**src/rtl/ncpu32k_afifo_rd_stream_if.sv**
```systemverilog
// Read-side stream bundle: FIFO pop/empty side plus the valid/ready consumer side.
// The master modport belongs to the adapter; the slave modport to the FIFO/consumer.
interface ncpu32k_afifo_rd_stream_if #(
    parameter int DW = 32
);
    logic          fifo_empty;
    logic [DW-1:0] fifo_dout;
    logic          fifo_pop;
    logic          m_valid;
    logic          m_ready;
    logic [DW-1:0] m_data;

    modport master (
        input  fifo_empty,
        input  fifo_dout,
        input  m_ready,
        output fifo_pop,
        output m_valid,
        output m_data
    );

    modport slave (
        output fifo_empty,
        output fifo_dout,
        output m_ready,
        input  fifo_pop,
        input  m_valid,
        input  m_data
    );
endinterface

```
**src/rtl/ncpu32k_afifo_rd_stream.sv**
```systemverilog
// Turns the dual-clock FIFO's pop/empty read port into a valid/ready stream via a small skid buffer.
// Optional flush port enabled by defining NCPU32K_AFIFO_RD_FLUSH_EN.
module ncpu32k_afifo_rd_stream #(
    parameter int DW    = 32,
    parameter int DEPTH = 2
) (
    input  logic                           rclk,
    input  logic                           rrst_n,
`ifdef NCPU32K_AFIFO_RD_FLUSH_EN
    input  logic                           flush,
`endif
    ncpu32k_afifo_rd_stream_if.master      bus
);
    localparam int AW = $clog2(DEPTH);
    localparam int CW = $clog2(DEPTH + 1);
    localparam logic [CW:0] DEPTH_C = (CW + 1)'(DEPTH);

    logic [CW-1:0] cnt_q, cnt_d;
    logic          inflight_q, inflight_d;
    logic [AW-1:0] head_q, head_d;
    logic [AW-1:0] tail_q, tail_d;
    logic [DW-1:0] mem_q [DEPTH];

    logic          flush_s;
    logic          valid_s;
    logic          deq_s;
    logic          pop_s;
    logic          capture_s;
    logic [CW:0]   occ_s;

`ifdef NCPU32K_AFIFO_RD_FLUSH_EN
    assign flush_s = flush;
`else
    assign flush_s = 1'b0;
`endif

    // Next-state and handshake decode; a pop is issued only when a slot is guaranteed for its data.
    always_comb begin
        valid_s    = 1'b0;
        deq_s      = 1'b0;
        occ_s      = {(CW + 1){1'b0}};
        pop_s      = 1'b0;
        capture_s  = 1'b0;
        cnt_d      = cnt_q;
        inflight_d = inflight_q;
        head_d     = head_q;
        tail_d     = tail_q;
        if (flush_s) begin
            cnt_d      = {CW{1'b0}};
            inflight_d = 1'b0;
            head_d     = {AW{1'b0}};
            tail_d     = {AW{1'b0}};
        end else begin
            valid_s    = (cnt_q != {CW{1'b0}});
            deq_s      = valid_s & bus.m_ready;
            occ_s      = {1'b0, cnt_q} + {{CW{1'b0}}, inflight_q} - {{CW{1'b0}}, deq_s};
            pop_s      = ~bus.fifo_empty & (occ_s < DEPTH_C);
            capture_s  = inflight_q;
            cnt_d      = occ_s[CW-1:0];
            inflight_d = pop_s;
            if (capture_s) begin
                tail_d = tail_q + AW'(1'b1);
            end else begin
                tail_d = tail_q;
            end
            if (deq_s) begin
                head_d = head_q + AW'(1'b1);
            end else begin
                head_d = head_q;
            end
        end
    end

    // Occupancy, in-flight flag and pointers.
    always_ff @(posedge rclk or negedge rrst_n) begin
        if (!rrst_n) begin
            cnt_q      <= {CW{1'b0}};
            inflight_q <= 1'b0;
            head_q     <= {AW{1'b0}};
            tail_q     <= {AW{1'b0}};
        end else begin
            cnt_q      <= cnt_d;
            inflight_q <= inflight_d;
            head_q     <= head_d;
            tail_q     <= tail_d;
        end
    end

    // Skid storage is deliberately not reset; nothing reads it until cnt is non-zero.
    always_ff @(posedge rclk) begin
        if (capture_s) begin
            mem_q[tail_q] <= bus.fifo_dout;
        end
    end

    assign bus.fifo_pop = pop_s;
    assign bus.m_valid  = valid_s;
    assign bus.m_data   = mem_q[head_q];
endmodule

```
**src/flat_wrapper.sv**
```systemverilog
// flat-port wrapper written by rule: the top's interface ports become plain ports
module ncpu32k_afifo_rd_stream_flat 
#(
    parameter int DW    = 32,
    parameter int DEPTH = 2
)
  (rclk, rrst_n, bus_fifo_empty, bus_fifo_dout, bus_m_ready, bus_fifo_pop, bus_m_valid, bus_m_data);
  ncpu32k_afifo_rd_stream_if #(.DW(DW)) bus_i ();
  input  logic rclk;
  input  logic rrst_n;
  input wire logic [$bits(bus_i.fifo_empty)-1:0] bus_fifo_empty;
  input wire logic [$bits(bus_i.fifo_dout)-1:0] bus_fifo_dout;
  input wire logic [$bits(bus_i.m_ready)-1:0] bus_m_ready;
  output wire logic [$bits(bus_i.fifo_pop)-1:0] bus_fifo_pop;
  output wire logic [$bits(bus_i.m_valid)-1:0] bus_m_valid;
  output wire logic [$bits(bus_i.m_data)-1:0] bus_m_data;
  assign bus_i.fifo_empty = bus_fifo_empty;
  assign bus_i.fifo_dout = bus_fifo_dout;
  assign bus_i.m_ready = bus_m_ready;
  assign bus_fifo_pop = bus_i.fifo_pop;
  assign bus_m_valid = bus_i.m_valid;
  assign bus_m_data = bus_i.m_data;
  ncpu32k_afifo_rd_stream #(.DW(DW), .DEPTH(DEPTH)) u_core (.rclk(rclk), .rrst_n(rrst_n), .bus(bus_i));
endmodule
```
**config.mk**
```make
export PLATFORM = sky130hd
export DESIGN_NAME = ncpu32k_afifo_rd_stream_flat
export DESIGN_NICKNAME = d
export VERILOG_FILES = /design/src/rtl/ncpu32k_afifo_rd_stream_if.sv /design/src/rtl/ncpu32k_afifo_rd_stream.sv /design/src/flat_wrapper.sv
export SDC_FILE = /design/constraint.sdc
export NUM_CORES = 1
export LEC_CHECK = 0
export CORE_MARGIN = 4
export CORE_UTILIZATION = 48
export CTS_CLUSTER_DIAMETER = 150
export CTS_CLUSTER_SIZE = 40
export DETAILED_ROUTE_END_ITERATION = 12
export PLACE_DENSITY = 0.78
export SLEW_MARGIN = 20
export SYNTH_ARGS = -nofsm -noshare
export SYNTH_HDL_FRONTEND = slang
export SYNTH_SLANG_ARGS = --single-unit
```
**constraint.sdc**
```tcl
create_clock -name rclk -period 3.25 [get_ports rclk]
set_input_delay 0.325 -clock rclk [delete_from_list [all_inputs] [get_ports rclk]]
set_output_delay 0.325 -clock rclk [all_outputs]
set_load 0.02 [all_outputs]
```
---- Word level (Yosys, flattened, before mapping) ----
Memories as Yosys holds them, arrays and structs flattened.
Cells that the tools add are included.
storage, ports and cells
  output and inout port bits .............. 34
  word-level logic and storage cells ...... 16
  flip-flop bits (word level) ............. 5
  memories kept ........................... 1
  input bits .............................. 36
  memory bits (writable) .................. 64
memory list
  name          words  bits a word  rd ports  clocked after Yosys merged registers in  wr ports  line                           RTL
  u_core.mem_q  2      32           1         0                                        1         ncpu32k_afifo_rd_stream.sv:22  logic [DW-1:0] mem_q [DEPTH];
cells by class
  reductions and logical operators ........ 1
  bitwise operators ....................... 3
  multiplexer cells ....................... 2
  $add $sub $neg .......................... 4
  $lt $le $gt $ge ......................... 1
operators with widths
  operator                                                     count
  adder 2 x 1 -> 3 bit                                         1
  less-than comparator 3 x 2 -> 1 bit (second input constant)  1
  subtractor 3 x 1 -> 3 bit                                    1
  adder 1 bit (second input constant)                          2
  AND 1 bit                                                    2
  two-way mux 1 bit                                            2
  nonzero test 2 bit                                           1
  NOT 1 bit                                                    1

---- Longest topological paths before layout ----
  depth after elaboration ................. 5
  depth in mapped cells ................... 7
  gate-level depth less buffers ........... 7

---- Worst setup path before layout ----
OpenSTA, ideal clock, no wires.
  kind .................................... flip-flop to output port
  start point ............................. reg u_core.cnt_q[1]
  end point ............................... out bus_fifo_pop
  cell stages (with the launch flop) ...... 7
  arrival time ............................ 2,051 ps
  required time ........................... 2,925 ps
  buffers on the path ..................... 0
  path slack .............................. 874 ps
  path through ............................ dfrtp_1 -> o21a_1 -> ha_1 -> inv_1 -> ha_1 -> fa_1 -> nor3_1
between the ends
  longest elaborated chain between the ends .. 5
  elaborated cells between the ends (all ways) .. 6
  classes of those cells .................. add/sub (2); order compare (1); bitwise (2); reduce/logical (1)
RTL lines
  what                                 line                           RTL
  start, declared                      ncpu32k_afifo_rd_stream.sv:18  logic [CW-1:0] cnt_q, cnt_d;
  start signal, assigned               ncpu32k_afifo_rd_stream.sv:77  cnt_q <= {CW{1'b0}};
  start signal, assigned               ncpu32k_afifo_rd_stream.sv:82  cnt_q <= cnt_d;
  nonzero test 2 bit                   ncpu32k_afifo_rd_stream.sv:54  valid_s = (cnt_q != {CW{1'b0}});
  AND 1 bit                            ncpu32k_afifo_rd_stream.sv:55  deq_s = valid_s & bus.m_ready;
  via u_core.deq_s                     ncpu32k_afifo_rd_stream.sv:26  logic deq_s;
  subtractor 3 x 1 -> 3 bit            ncpu32k_afifo_rd_stream.sv:56  occ_s = {1'b0, cnt_q} + {{CW{1'b0}}, inflight_q} - {{CW{1'b0}}, deq_s};
  via u_core.occ_s[1]                  ncpu32k_afifo_rd_stream.sv:29  logic [CW:0] occ_s;
  less-than comparator 3 x 2 -> 1 bit  ncpu32k_afifo_rd_stream.sv:57  pop_s = ~bus.fifo_empty & (occ_s < DEPTH_C);
  AND 1 bit                            ncpu32k_afifo_rd_stream.sv:57
  end, declared                        flat_wrapper.sv:14             output wire logic [$bits(bus_i.fifo_pop)-1:0] bus_fifo_pop;
The timed path passes the listed nets, and every way through them passes these cells.

---- Worst setup path in the final report ----
Same ends and word-level chain as after synthesis.

==> results.sh <==
export IMPL_post_cts_buffers=0
export IMPL_grt_max_degree=34
export IMPL_nNetsFinal=236
export IMPL_synth_most_common_cell="edfxtp_1"
export IMPL_port_buffers=69
export IMPL_place_congestion=0.691
export IMPL_worstPathArrival_ns=2.58
export IMPL_synthTopCellsByArea="edfxtp_1 71%, mux2_4 16%, dfrtp_1 4.6%"
export IMPL_grt_pass1_vias=1444
export IMPL_dieArea_mm2=0.00689
export IMPL_crit_type="reg -> out"
export IMPL_netlist_area_mm2=0.00270
export IMPL_dpl_hpwl_um=3050
export IMPL_post_route_util_pct=65.3
export IMPL_nFillCells=424
export IMPL_startpoint_type="flip-flop"
export IMPL_ys_ff_latch=69
export IMPL_wl_met3_um=297
export IMPL_setup_worst_path_end_class="output pin"
export IMPL_fin_crit_ns=2.91
export IMPL_synth_top_area_share_pct=71.1
export IMPL_synth_top_cells_by_count="64 x edfxtp_1, 29 x mux2_4, 5 x dfrtp_1"
export IMPL_required_ns=2.92
export IMPL_vias=1307
export IMPL_post_drt_wl_per_cell_um=15.9
export IMPL_drtPass1Iterations=4
export IMPL_drt_wl_total_um=4340
export IMPL_gr_usage_all_layers_pct=13.0
export IMPL_clk_pin_slew_ns=0.06
export IMPL_start_util_pct=49.4
export IMPL_ys_flop_type="edfxtp_1"
export IMPL_mappedNetlistNets=159
export IMPL_p_per_area_mw_per_mm2=784
export IMPL_drtAntennaViolNets=0
export IMPL_root_buffer="clkbuf_8"
export IMPL_postSynthAreaPerCell_um2=22.5
export IMPL_fp_coreArea_mm2=0.00547
export IMPL_finalHoldViolations=0
export IMPL_status="complete, no violations"
export IMPL_final_layout_size_suffix_gt1_share_pct=22.9
export IMPL_fmax_mhz=344
export IMPL_wl_met2_um=2260
export IMPL_antenna_cells=0
export IMPL_clock_latency_ns=0.33
export IMPL_path_max_fanout=3
export IMPL_cts_buffer_depth=2
export IMPL_crit_path_start="u_core.cnt_q[1]"
export IMPL_timing_final_max_slew_violations=0
export IMPL_clock_sinks=69
export IMPL_post_drt_via_cell_ratio=4.79
export IMPL_fin_hold_ws_ns=0.224
export IMPL_cts_made_buffers=9
export IMPL_setup_violations=0
export IMPL_rr_startpoint="u_core.cnt_q[1]"
export IMPL_max_slew_margin_pct=31.9
export IMPL_cts_max_level=3
export IMPL_cap_violations=0
export IMPL_syn_instance_count=120
export IMPL_cts_tree="yes"
export IMPL_leakage_nw=1.31
export IMPL_hold_path_class="in -> async"
export IMPL_yosys_area_top_type="edfxtp_1"
export IMPL_dpl_cell_area_mm2=0.00343
export IMPL_synth_edf_count=64
export IMPL_post_route_cell_area_mm2=0.00358
export IMPL_syn2layout_area_growth_pct=32.3
export IMPL_yosysUniqueCellTypes=16
export IMPL_first_iter_violations=28
export IMPL_route_detailed_drc=0
export IMPL_die_h_um=83.0
export IMPL_period_share_pct=89.4
export IMPL_async_flop_share_pct=7.25
export IMPL_grt_pass1_wl_um=6890
export IMPL_tightestPinTransition_ns=1.02
export IMPL_yosys_warnings=0
export IMPL_skew_ns=0.00425
export IMPL_grt_overflow_total=0
export IMPL_ctsHoldBuffers=0
export IMPL_die_w_um=83.0
export IMPL_rsz0062_at_grt="false"
export IMPL_synth_sequential_area_ratio_pct=75.7
export IMPL_top_layer="met4"
export IMPL_drt_met1_wl_um=1710
export IMPL_antenna_found_initial=0
export IMPL_tns_ns=0
export IMPL_ir_drop_mv=0.610
export IMPL_rows=27
export IMPL_num_io_pins=70
export IMPL_cts_resized=1
==> cell families (layout without fill, tap and decap cells) <==
family / count (synthesis) / count (layout) / synth area share, %
DFF: 69 / 69 / 75.7
xor gates and xnor gates: 3 / 3 / 0.972
adders and majority gates: 3 / 3 / 1.67
and+or+nand+nor: 4 / 4 / 0.787
buffers and inverters: 8 / 89 / 3.19
AOI/OAI and AO/OA: 1 / 1 / 0.278
muxes: 32 / 32 / 17.4
==> critical path, cell delays in order (launching register included) <==
cell,delay (ns)
dfrtp_1,0.41
o21a_1,0.21
ha_1,0.30
inv_1,0.05
ha_1,0.18
fa_1,0.46
nor3_1,0.27
dlygate4sd2_1,0.37
==> metal layers <==
layer  vias up  track usage (%)
li1        611                -
met1       640             14.2
met2        46             22.0
met3        10             4.27
met4         0             7.58
met5         -                0
==> where the power goes <==
group | internal, mW | leakage, nW | switching, mW
clock network | 0.268 | 0.0776 | 0.275
logic | 0.587 | 0.596 | 0.410
registers | 1.11 | 0.640 | 0.153
total | 1.97 | 1.31 | 0.838
==> cell usage in the layout (no fill, tap or decap), drive strengths merged <==
cell type,synthesis,layout
xnor2,1,1
dfrtp,5,5
xor2,2,2
fa,1,1
ha,2,2
edfxtp,64,64
clkdlybuf4s50,0,68
nor2b,1,1
clkbuf,0,12
clkinv,0,3
and2,1,1
buf,4,1
dlygate4sd2,0,1
nand2,1,1
mux2,32,32
inv,4,4
o21a,1,1
nor3,1,1
==> stage by stage <==
stage	cells	setup slack (ns)	total power, mW
floorplan	120	0.874	1.95
global placement	258	0.268	2.26
detailed placement	258	0.103	2.30
CTS	273	0.301	2.84
global route	273	0.230	2.93
finish	273	0.345	2.80
==> cell type report <==
type	count	area, um2	share of cell area, %
clock inverter	3	13.8	0.385
clock buffer	12	135	3.78
tap	72	90.1	2.52
timing repair buffer	70	697	19.5
inverter	4	15.0	0.420
sequential	69	2050	57.3
multi-input combinational	43	577	16.1
==> flip-flops by register name, summed over array words and instances, names as in the netlist <==
register,count
u_core.mem_q,64
u_core.capture_s,1
u_core.cnt_q,2
u_core.tail_q,1
u_core.head_q,1
==> worst paths after layout <==
path | to | cells past startpoint | slack, ns
setup / recovery | bus_fifo_pop | 7 | 0.34
hold / removal | u_core.cnt_q[0] | 1 | 0.22
setup reg to reg | u_core.capture_s | 6 | 1.27
hold reg to reg | u_core.tail_q | 1 | 0.54
max in group asynchronous | u_core.head_q | 1 | 2.81
min in group rclk | u_core.tail_q | 1 | 0.54
(Power assumes the default switching activity.)
